<file path="src/rtl/aes_pkg.sv">
// Shared AES datapath constants and the entry type carried by the AddRoundKey output buffer.
package aes_pkg;

  localparam int AES_BLOCK_W   = 128;
  localparam int AES256_NUM_RK = 15;
  localparam int AES128_NUM_RK = 11;

  // Sized for the largest key schedule (AES-256); narrower configurations zero-extend into it.
  localparam int ARK_DATA_W = AES_BLOCK_W;
  localparam int ARK_IDX_W  = $clog2(AES256_NUM_RK);

  typedef enum logic [1:0] {
    CNT_EMPTY = 2'd0,
    CNT_ONE   = 2'd1,
    CNT_FULL  = 2'd2
  } ark_count_e;

  typedef struct packed {
    logic [ARK_DATA_W-1:0] data;
    logic [ARK_IDX_W-1:0]  round;
    logic                  err;
  } ark_entry_t;

endpackage

</file>
<file path="src/rtl/add_round_key_stage_if.sv">
// Block stream into and out of the AddRoundKey stage.
interface add_round_key_stage_if #(
  parameter int DATA_W = 128,
  parameter int IDX_W  = 4
);

  // Valid/ready: a transfer happens only on a rising edge with valid && ready both high.
  // A source holds valid and its payload stable until the transfer; valid never waits on ready.
  logic              in_valid;
  logic              in_ready;
  logic [DATA_W-1:0] in_data;
  logic [IDX_W-1:0]  in_round;
  logic              out_valid;
  logic              out_ready;
  logic [DATA_W-1:0] out_data;
  logic [IDX_W-1:0]  out_round;
  logic              out_err;

  modport master (
    output in_valid, in_data, in_round, out_ready,
    input  in_ready, out_valid, out_data, out_round, out_err
  );

  modport slave (
    input  in_valid, in_data, in_round, out_ready,
    output in_ready, out_valid, out_data, out_round, out_err
  );

endinterface

</file>
<file path="src/rtl/ark_skid_buf.sv">
// Two-entry valid/ready buffer; full throughput with independent stalls on either side.
module ark_skid_buf
  import aes_pkg::*;
#(
  parameter type entry_t = ark_entry_t
) (
  input  logic       clk,
  input  logic       rst_n,
  input  logic       in_valid,
  output logic       in_ready,
  input  entry_t     in_entry,
  output logic       out_valid,
  input  logic       out_ready,
  output entry_t     out_entry,
  output ark_count_e state_dbg
);

  ark_count_e state, state_nxt;
  entry_t     head_q, tail_q;
  logic       push, pop;

  assign push = in_valid && in_ready;
  assign pop  = out_valid && out_ready;

  always_ff @(posedge clk or negedge rst_n) begin
    if (!rst_n) state <= CNT_EMPTY;
    else        state <= state_nxt;
  end

  always_comb begin
    state_nxt = state;
    case (state)
      CNT_EMPTY: if (push) state_nxt = CNT_ONE;
      CNT_ONE: begin
        if (push && !pop)      state_nxt = CNT_FULL;
        else if (pop && !push) state_nxt = CNT_EMPTY;
      end
      CNT_FULL:  if (pop) state_nxt = CNT_ONE;
      default:   state_nxt = CNT_EMPTY;
    endcase
  end

  always_comb begin
    in_ready  = (state != CNT_FULL);
    out_valid = (state != CNT_EMPTY);
    out_entry = head_q;
    state_dbg = state;
  end

  // Head always drives the output; tail only holds the second block while FULL.
  always_ff @(posedge clk or negedge rst_n) begin
    if (!rst_n) begin
      head_q <= '0;
      tail_q <= '0;
    end else begin
      case (state)
        CNT_EMPTY: if (push) head_q <= in_entry;
        CNT_ONE: begin
          if (push && pop) head_q <= in_entry;
          else if (push)   tail_q <= in_entry;
        end
        CNT_FULL:  if (pop) head_q <= tail_q;
        default: ;
      endcase
    end
  end

endmodule

</file>
<file path="src/rtl/add_round_key_stage.sv">
// AES AddRoundKey stage: round-key bank, XOR with the key picked by the block's round index, 2-entry output buffer.
module add_round_key_stage
  import aes_pkg::*;
#(
  parameter  int DATA_W   = AES_BLOCK_W,
  parameter  int NUM_KEYS = AES256_NUM_RK,
  localparam int IDX_W    = $clog2(NUM_KEYS)
) (
  input  logic                clk,
  input  logic                rst_n,
  input  logic                key_wr_en,
  input  logic [IDX_W-1:0]    key_wr_idx,
  input  logic [DATA_W-1:0]   key_wr_data,
  output logic [NUM_KEYS-1:0] key_loaded,
  add_round_key_stage_if.slave bus,
  output ark_count_e          buf_state
);

  localparam logic [IDX_W:0] NUM_KEYS_EXT = (IDX_W+1)'(NUM_KEYS);

  logic [DATA_W-1:0] keys [NUM_KEYS];
  logic              wr_in_range, rd_in_range;
  logic [DATA_W-1:0] sel_key;
  logic              sel_err;
  ark_entry_t        push_entry, head_entry;

  assign wr_in_range = ({1'b0, key_wr_idx}   < NUM_KEYS_EXT);
  assign rd_in_range = ({1'b0, bus.in_round} < NUM_KEYS_EXT);

  // Nonblocking update gives read-before-write when a block and a key write hit the same slot.
  always_ff @(posedge clk or negedge rst_n) begin
    if (!rst_n) begin
      for (int i = 0; i < NUM_KEYS; i++) keys[i] <= '0;
      key_loaded <= '0;
    end else if (key_wr_en && wr_in_range) begin
      keys[key_wr_idx]       <= key_wr_data;
      key_loaded[key_wr_idx] <= 1'b1;
    end
  end

  always_comb begin
    sel_key = '0;
    sel_err = 1'b1;
    if (rd_in_range) begin
      sel_key = keys[bus.in_round];
      sel_err = !key_loaded[bus.in_round];
    end
  end

  always_comb begin
    push_entry       = '0;
    push_entry.data  = ARK_DATA_W'(bus.in_data ^ sel_key);
    push_entry.round = ARK_IDX_W'(bus.in_round);
    push_entry.err   = sel_err;
  end

  ark_skid_buf #(.entry_t(ark_entry_t)) u_buf (
    .clk       (clk),
    .rst_n     (rst_n),
    .in_valid  (bus.in_valid),
    .in_ready  (bus.in_ready),
    .in_entry  (push_entry),
    .out_valid (bus.out_valid),
    .out_ready (bus.out_ready),
    .out_entry (head_entry),
    .state_dbg (buf_state)
  );

  assign bus.out_data  = DATA_W'(head_entry.data);
  assign bus.out_round = IDX_W'(head_entry.round);
  assign bus.out_err   = head_entry.err;

endmodule

</file>
<file path="src/flat_wrapper.sv">
// flat-port wrapper written by rule: the top's interface ports become plain ports
module add_round_key_stage_flat import aes_pkg::*;
#(
  parameter  int DATA_W   = AES_BLOCK_W,
  parameter  int NUM_KEYS = AES256_NUM_RK,
  localparam int IDX_W    = $clog2(NUM_KEYS)
)
  (clk, rst_n, key_wr_en, key_wr_idx, key_wr_data, key_loaded, buf_state, bus_in_valid, bus_in_data, bus_in_round, bus_out_ready, bus_in_ready, bus_out_valid, bus_out_data, bus_out_round, bus_out_err);
  add_round_key_stage_if #(.DATA_W(DATA_W), .IDX_W((4))) bus_i ();
  input  logic clk;
  input  logic rst_n;
  input  logic key_wr_en;
  input  logic [IDX_W-1:0] key_wr_idx;
  input  logic [DATA_W-1:0] key_wr_data;
  output logic [NUM_KEYS-1:0] key_loaded;
  output ark_count_e buf_state;
  input wire logic [$bits(bus_i.in_valid)-1:0] bus_in_valid;
  input wire logic [$bits(bus_i.in_data)-1:0] bus_in_data;
  input wire logic [$bits(bus_i.in_round)-1:0] bus_in_round;
  input wire logic [$bits(bus_i.out_ready)-1:0] bus_out_ready;
  output wire logic [$bits(bus_i.in_ready)-1:0] bus_in_ready;
  output wire logic [$bits(bus_i.out_valid)-1:0] bus_out_valid;
  output wire logic [$bits(bus_i.out_data)-1:0] bus_out_data;
  output wire logic [$bits(bus_i.out_round)-1:0] bus_out_round;
  output wire logic [$bits(bus_i.out_err)-1:0] bus_out_err;
  assign bus_i.in_valid = bus_in_valid;
  assign bus_i.in_data = bus_in_data;
  assign bus_i.in_round = bus_in_round;
  assign bus_i.out_ready = bus_out_ready;
  assign bus_in_ready = bus_i.in_ready;
  assign bus_out_valid = bus_i.out_valid;
  assign bus_out_data = bus_i.out_data;
  assign bus_out_round = bus_i.out_round;
  assign bus_out_err = bus_i.out_err;
  add_round_key_stage #(.DATA_W(DATA_W), .NUM_KEYS(NUM_KEYS)) u_core (.clk(clk), .rst_n(rst_n), .key_wr_en(key_wr_en), .key_wr_idx(key_wr_idx), .key_wr_data(key_wr_data), .key_loaded(key_loaded), .bus(bus_i), .buf_state(buf_state));
endmodule
</file>
<file path="config.mk">
export PLATFORM = sky130hd
export DESIGN_NAME = add_round_key_stage_flat
export DESIGN_NICKNAME = d
export VERILOG_FILES = /design/src/rtl/aes_pkg.sv /design/src/rtl/add_round_key_stage_if.sv /design/src/rtl/ark_skid_buf.sv /design/src/rtl/add_round_key_stage.sv /design/src/flat_wrapper.sv
export SDC_FILE = /design/constraint.sdc
export NUM_CORES = 2
export LEC_CHECK = 0
export BUFFER_PORTS_ARGS = -buffer_cell sky130_fd_sc_hd__buf_2
export CORE_AREA = 2 2 548 550
export DETAILED_ROUTE_END_ITERATION = 16
export DIE_AREA = 0 0 550 552
export PLACE_DENSITY_LB_ADDON = 0.15
export RECOVER_POWER = 25
export SLEW_MARGIN = 20
export SYNTH_ARGS = -nofsm -noshare
export SYNTH_HDL_FRONTEND = slang
export SYNTH_SLANG_ARGS = --single-unit
</file>
<file path="constraint.sdc">
create_clock -name clk -period 5.35 [get_ports clk]
set_clock_uncertainty 0.05 [all_clocks]
set_input_delay 0 -clock clk [delete_from_list [all_inputs] [get_ports clk]]
set_output_delay 0 -clock clk [all_outputs]
set_load 0.02 [all_outputs]
</file>
# Word-level counts from Yosys, hierarchy flattened
# Index checks and enable logic that the tools add are counted.
[word_totals]
word_cells = 81
inputBits = 269
ff_bits = 2203
output_inout_bits = 152
[op_classes]
bitwise = 5
magnitude_cmp = 8
eq_ne = 7
mux = 21
reduce_logical = 17
[op_table]
columns = ["operator", "count"]
rows = [
  ["$bwmux 1920", 1],
  ["$bmux 128 s4", 1],
  ["$demux 128 s4", 1],
  ["$mux 128", 4],
  ["$mux 133", 3],
  ["$pmux 133 s3", 1],
  ["$xor 128x128->128", 1],
  ["$or 15x15->15", 1],
  ["$ge 5x5->1 const B", 2],
  ["$lt 4x5->1 const B", 2],
  ["$not 4->5", 2],
  ["$logic_and 1x1->1", 8],
  ["$lt 4x4->1 const B", 2],
  ["$mux 2", 4],
  ["$ne 2x2->1 const B", 4],
  ["$pmux 2 s3", 1],
  ["$reduce_and 3->1", 2],
  ["$lt 5x1->1 const B", 1],
  ["$bmux 1 s4", 1],
  ["$demux 1 s4", 1],
  ["$ge 4x1->1 const B", 1],
  ["$reduce_and 4->1", 1],
  ["$logic_not 1->1", 3],
  ["$mux 1", 3],
  ["7 further kinds", 7],
]

# Depth between registers and ports, before layout
[depth]
ltp_word = 8
ltp_mapped = 14

# Modules after synthesis
# From an unflattened synthesis, not the netlist that was laid out.
[hier_totals]
hier_cells = 7631
hier_area_um2 = 106633.5
[by_module_without_submodules]
columns = ["mod", "area_per_inst_um2", "seq_area_each_um2", "cells_per_inst", "n_inst"]
rows = [
  ["add_round_key_stage", 95659.2, 48421.4, 6877, 1],
  ["ark_skid_buf", 10974.3, 6706.4, 754, 1],
]

# Least setup slack after synthesis
# OpenSTA, ideal clock, no wires.
[synth_timing]
kind = "register -> register"
start = "register u_core.u_buf.state[1], in the netlist u_core.u_buf.state_dbg[1]"
end = "register u_core.u_buf.head_q (netlist bit u_core.u_buf.out_entry[111])"
slack_ns = 1.922
stages_incl_launch_ff = 15
required_ns = 5.172
t_arrival_ns = 3.250
path_buffers = 7
period_less_slack_ns = 3.428
cell_sequence = "dfrtp_1 clkbuf_1 nand2b_1 clkbuf_1 clkbuf_1 buf_2 and2_1 ha_1 mux2i_1 nor3_1 clkbuf_1 clkbuf_1 buf_1 a221o_1 a21oi_1"
[synth_via]
elab_chain_cells = 5
elab_cells_between_ends = 14
cone_classes = "eq/ne: 6; mux: 1; reduce/logical: 7"
[synth_rtl]
columns = ["element", "line_no", "source"]
rows = [
  ["from (decl)", "ark_skid_buf.sv:18", "ark_count_e state, state_nxt;"],
  ["from (signal assigned)", "ark_skid_buf.sv:27", "else state <= state_nxt;"],
  ["$ne 2x2->1 *", "ark_skid_buf.sv:44", "in_ready = (state != CNT_FULL);"],
  ["named net bus_in_ready", "flat_wrapper.sv:21", "output wire logic [$bits(bus_i.in_ready)-1:0] bus_in_ready;"],
  ["$logic_and 1x1->1 *", "ark_skid_buf.sv:22", "assign push = in_valid && in_ready;"],
  ["$logic_and 1x1->1", "ark_skid_buf.sv:59", "if (push && pop) head_q <= in_entry;"],
  ["$ne 2x2->1 (no line)", "--", ""],
  ["$reduce_and 4->1 (no line) *", "--", ""],
  ["to (signal assigned)", "ark_skid_buf.sv:57", "CNT_EMPTY: if (push) head_q <= in_entry;"],
  ["to (signal assigned)", "ark_skid_buf.sv:59", ""],
  ["to (signal assigned)", "ark_skid_buf.sv:62", "CNT_FULL: if (pop) head_q <= tail_q;"],
  ["to (decl)", "ark_skid_buf.sv:19", "entry_t head_q, tail_q;"],
]
# The timed path passes the listed nets; every way through them passes the cells marked *.
# A chain may end at the register's enable or synchronous reset.

# Worst setup path after layout
[layout_timing]
start = "register u_core.u_buf.state[1], in the netlist u_core.u_buf.state_dbg[1]"
end = "register u_core.u_buf.head_q (netlist bit u_core.u_buf.out_entry[118])"
[layout_via]
elab_chain_cells = 5
elab_cells_between_ends = 14
cone_classes = "eq/ne: 6; mux: 1; reduce/logical: 7"
[layout_rtl]
columns = ["element", "line_no"]
rows = [
  ["$ne 2x2->1 / $reduce_bool 2->1 (equally long branches)", "ark_skid_buf.sv:44, ark_skid_buf.sv:45"],
  ["$logic_and 1x1->1, on equally long branches", "ark_skid_buf.sv:22, ark_skid_buf.sv:23"],
  ["$logic_and 1x1->1", "ark_skid_buf.sv:59"],
  ["$ne 2x2->1 (no line)", "--"],
  ["$reduce_and 4->1 (no line)", "--"],
]
# Parallel ways exist; a longest one is shown, timed or not.

==> run metrics <==
status finished, violations left; violated checks max-capacitance violations, max-slew violations; Hold Crit Class in -> reg; CP max FO 34; layout net count 8,611; Synth Area in Simple Gates 3.60%; crit-path leading delay family buffers and inverters; Sw Pwr roughly 17 mW; Max Freq 224 MHz; switch share 30.7%; Die H 552 um; grt total ovfl 0; CP required about 6 ns; I/O Buffers 420; Clock transition at path regs 0.06 ns; largest family of logic cells by synthesized area multiplexers; #FFs+latches synth between 2,000 and 2,500; Mapped Nets 7,997; most common cell in the netlist dfrtp_1; Leak 53.7 nW; min Tclk post-route 4.47 ns; Synth top cells by count dfrtp_1, mux2_2, clkbuf_1; # setup viols final 0; top cell type's share of synthesized area 53.1%; Post-Route Setup TNS 0 ns; Avg Synthesized Cell Area 13.4 um^2; Area contributors post-synth dfrtp_1, mux2_2, mux4_2, mux2i_1, a221o_1; Max-slew headroom -131%; total core area 298,000 um^2; asr flop ratio synth 100%; cell mode on critical path dlygate4sd3_1; CP cell instances or2_2 -> nand2_1 -> inv_1 -> ha_1 -> mux2i_1 -> nor2_1 -> nand2_4 -> buf_12 -> o221ai_1 -> dlygate4sd3_1 -> a21oi_1 -> dlygate4sd3_1; Die X 550 um; DP Wirelength 193,000 um; CP max stage delay 0.71 ns; Int Pwr 37.6 mW; Seq/Total Area, Yosys 53.1%; FF+latch area 55,100 um^2; post-synthesis mux area share 31.6%; pwr dens between 400 and 500 nW/um^2; Critical Path Sink Type flip-flop; gr usage total approximately 22%; setup repair bufs after CTS 0; mapped cell area around 100,000 um^2; critical path type reg -> reg; cells after synthesis slightly below 8,000; Post-synth top flop dfrtp_1; Avg WL per Cell 27.4 um; TritonRoute pass-1 iters 5; clock network fraction of design power 32.8%; total power 54.2 mW; logic gate share of total power 23.7%; CP Buf/Inv Count 4; first-pass GRT wire length 505,000 um; Final Max Slew Viols 1,103; Area Growth Syn to Fin 18.5%; Vias a little under 70,000; worst slew pin tran 3.47 ns; EDFF count, synth 0; Worst Setup Start Kind flip-flop; RSZ-0062 raised after global routing false; vias in the first global route a little over 70,000; H-tree levels 5; layout cells sized above 1 39.0%; CTS tree built; initial antenna violation count around 70; Finished Core Util 41.3%; xor/xnor share of the synthesized area 0%; arrival time at the worst endpoint roughly 5.2 ns; final period utilization 83.5%; Max IR drop VDD 0.000232 V; Rows 201; worst skew pair latency 0.89 ns; Critical-path top delay cell nand2_4; largest area contributor in the netlist dfrtp_1; fill count 28,000; drt drc 0; Root Buffer clkbuf_16; Synth cell types just over 40; Clock Sink Count 2,203; # Max-Cap Violations 21; Routability Congestion 0.753; top-level port count 421; Multi-input gate area 45,500 um^2; WL final 343,000 um; Starting Density a little over a third; number of buffers created by CTS 264; vias per inst 5.53; sequential power share 43.5%; Final ANT Viol Nets 0; largest net degree at the start of global routing 179; adder-cell share of the synthesized area less than 1%; yosys warns 0; Synth Area in Compound Gates 8.42%; Max clock buf depth 4; DR iter-0 viols around 5,000; Hold Violations, Final 0; Die Area between 300,000 and 400,000 um^2
==> worst reg2reg max path: cells and delay by family (launching register included) <==
family	cells	cell delay, ns
AOI/OAI and AO/OA	2	0.30
buffers and inverters	4	1.60
muxes	1	0.33
adders and majority gates	1	0.27
DFF	1	0.51
and+or+nand+nor	4	1.36
==> stage by stage <==
stage | hold WS [ns] | instance area (um^2) | instances | setup slack [ns]
after floorplan | -0.346 | 104000 | 7726 | 1.92
after global placement | -0.104 | 110000 | 11600 | 1.88
after detailed placement | -0.100 | 110000 | 11600 | 1.82
after CTS | 0.000492 | 123000 | 12500 | 0.939
after global routing | 0.0465 | 123000 | 12500 | 0.430
final | 0.0548 | 123000 | 12500 | 0.884
==> state kept, by name, indices dropped and copies added, names as in the netlist <==
register	count
u_core.keys	1920
u_core.u_buf.out_entry	133
u_core.u_buf.tail_q	133
u_core.key_loaded	15
u_core.u_buf.state_dbg	2
==> final timing paths <==
check,slack (ns),startpoint,to,cells past startpoint
worst max register to register,0.88,u_core.u_buf.state_dbg[1],u_core.u_buf.out_entry[118],12
max in group asynchronous,1.06,rst_n,u_core.keys[1012],4
worst min register to register,0.43,u_core.u_buf.tail_q[112],u_core.u_buf.tail_q[112],2
worst min-delay path,0.05,bus_in_round[2],u_core.u_buf.out_entry[21],5
worst max-delay path,0.88,u_core.u_buf.state_dbg[1],u_core.u_buf.out_entry[118],12
min in group asynchronous,0.99,rst_n,u_core.keys[1104],4
==> cells in the final DEF, fill, tap and decap left out, types with 97 or more instances in the layout <==
cell / instances
a21oi_1: 384
a221o_1: 255
a22oi_1: 97
and2_1: 130
buf_2: 414
clkbuf_16: 266
dfrtp_1: 2203
dlygate4sd3_1: 449
inv_1: 129
mux2_2: 2049
mux2i_1: 394
mux4_2: 257
nand2_1: 270
nor2_1: 261
nor3_1: 127
o21a_1: 128
o221ai_1: 127
o31ai_1: 127
==> final cells by class <==
cell class | count | share of cell area, %
sequential | 2203 | 44.8
clock buffer | 394 | 6.36
inverter | 132 | 0.421
timing repair buffer | 1029 | 6.89
multi-input combinational | 4710 | 36.9
antenna | 20 | 0.0407
clock inverter | 61 | 0.550
tap | 3958 | 4.02
==> per-layer routing <==
metal / GRT usage (%) / share of wire, %
met5: 0 / 0.093
met1: 31.9 / 46
met3: 3.50 / 5.1
met2: 35.0 / 46
met4: 5.63 / 2.6
==> power groups by stage <==
stage	Clock [mW]	Combinational, mW	Sequential (mW)
6_report	17.8	12.8	23.6
5_1_grt	19.0	14.0	24.1
4_1_cts	18.3	13.0	23.5
3_5_place_dp	0	12.6	23.8
3_3_place_gp	0	12.2	23.6
2_1_floorplan	0	8.39	23.3
==> cell families (layout without fill, tap and decap cells) <==
family | Yosys count | after routing
muxes | 2700 | 2700
AOI/OAI and AO/OA | 1168 | 1168
buffers and inverters | 813 | 1616
adders and majority gates | 2 | 2
DFF | 2203 | 2203
and+or+nand+nor | 840 | 840
other | 0 | 20
==> repair_timing <==
action | in CTS | in global routing
endpoints found under the hold margin | 3568 | 0
hold buffers | 450 | 0
gates resized for setup | 0 | 0
endpoints found under the setup margin | 0 | 0
Power figures use the tool's default switching activity.
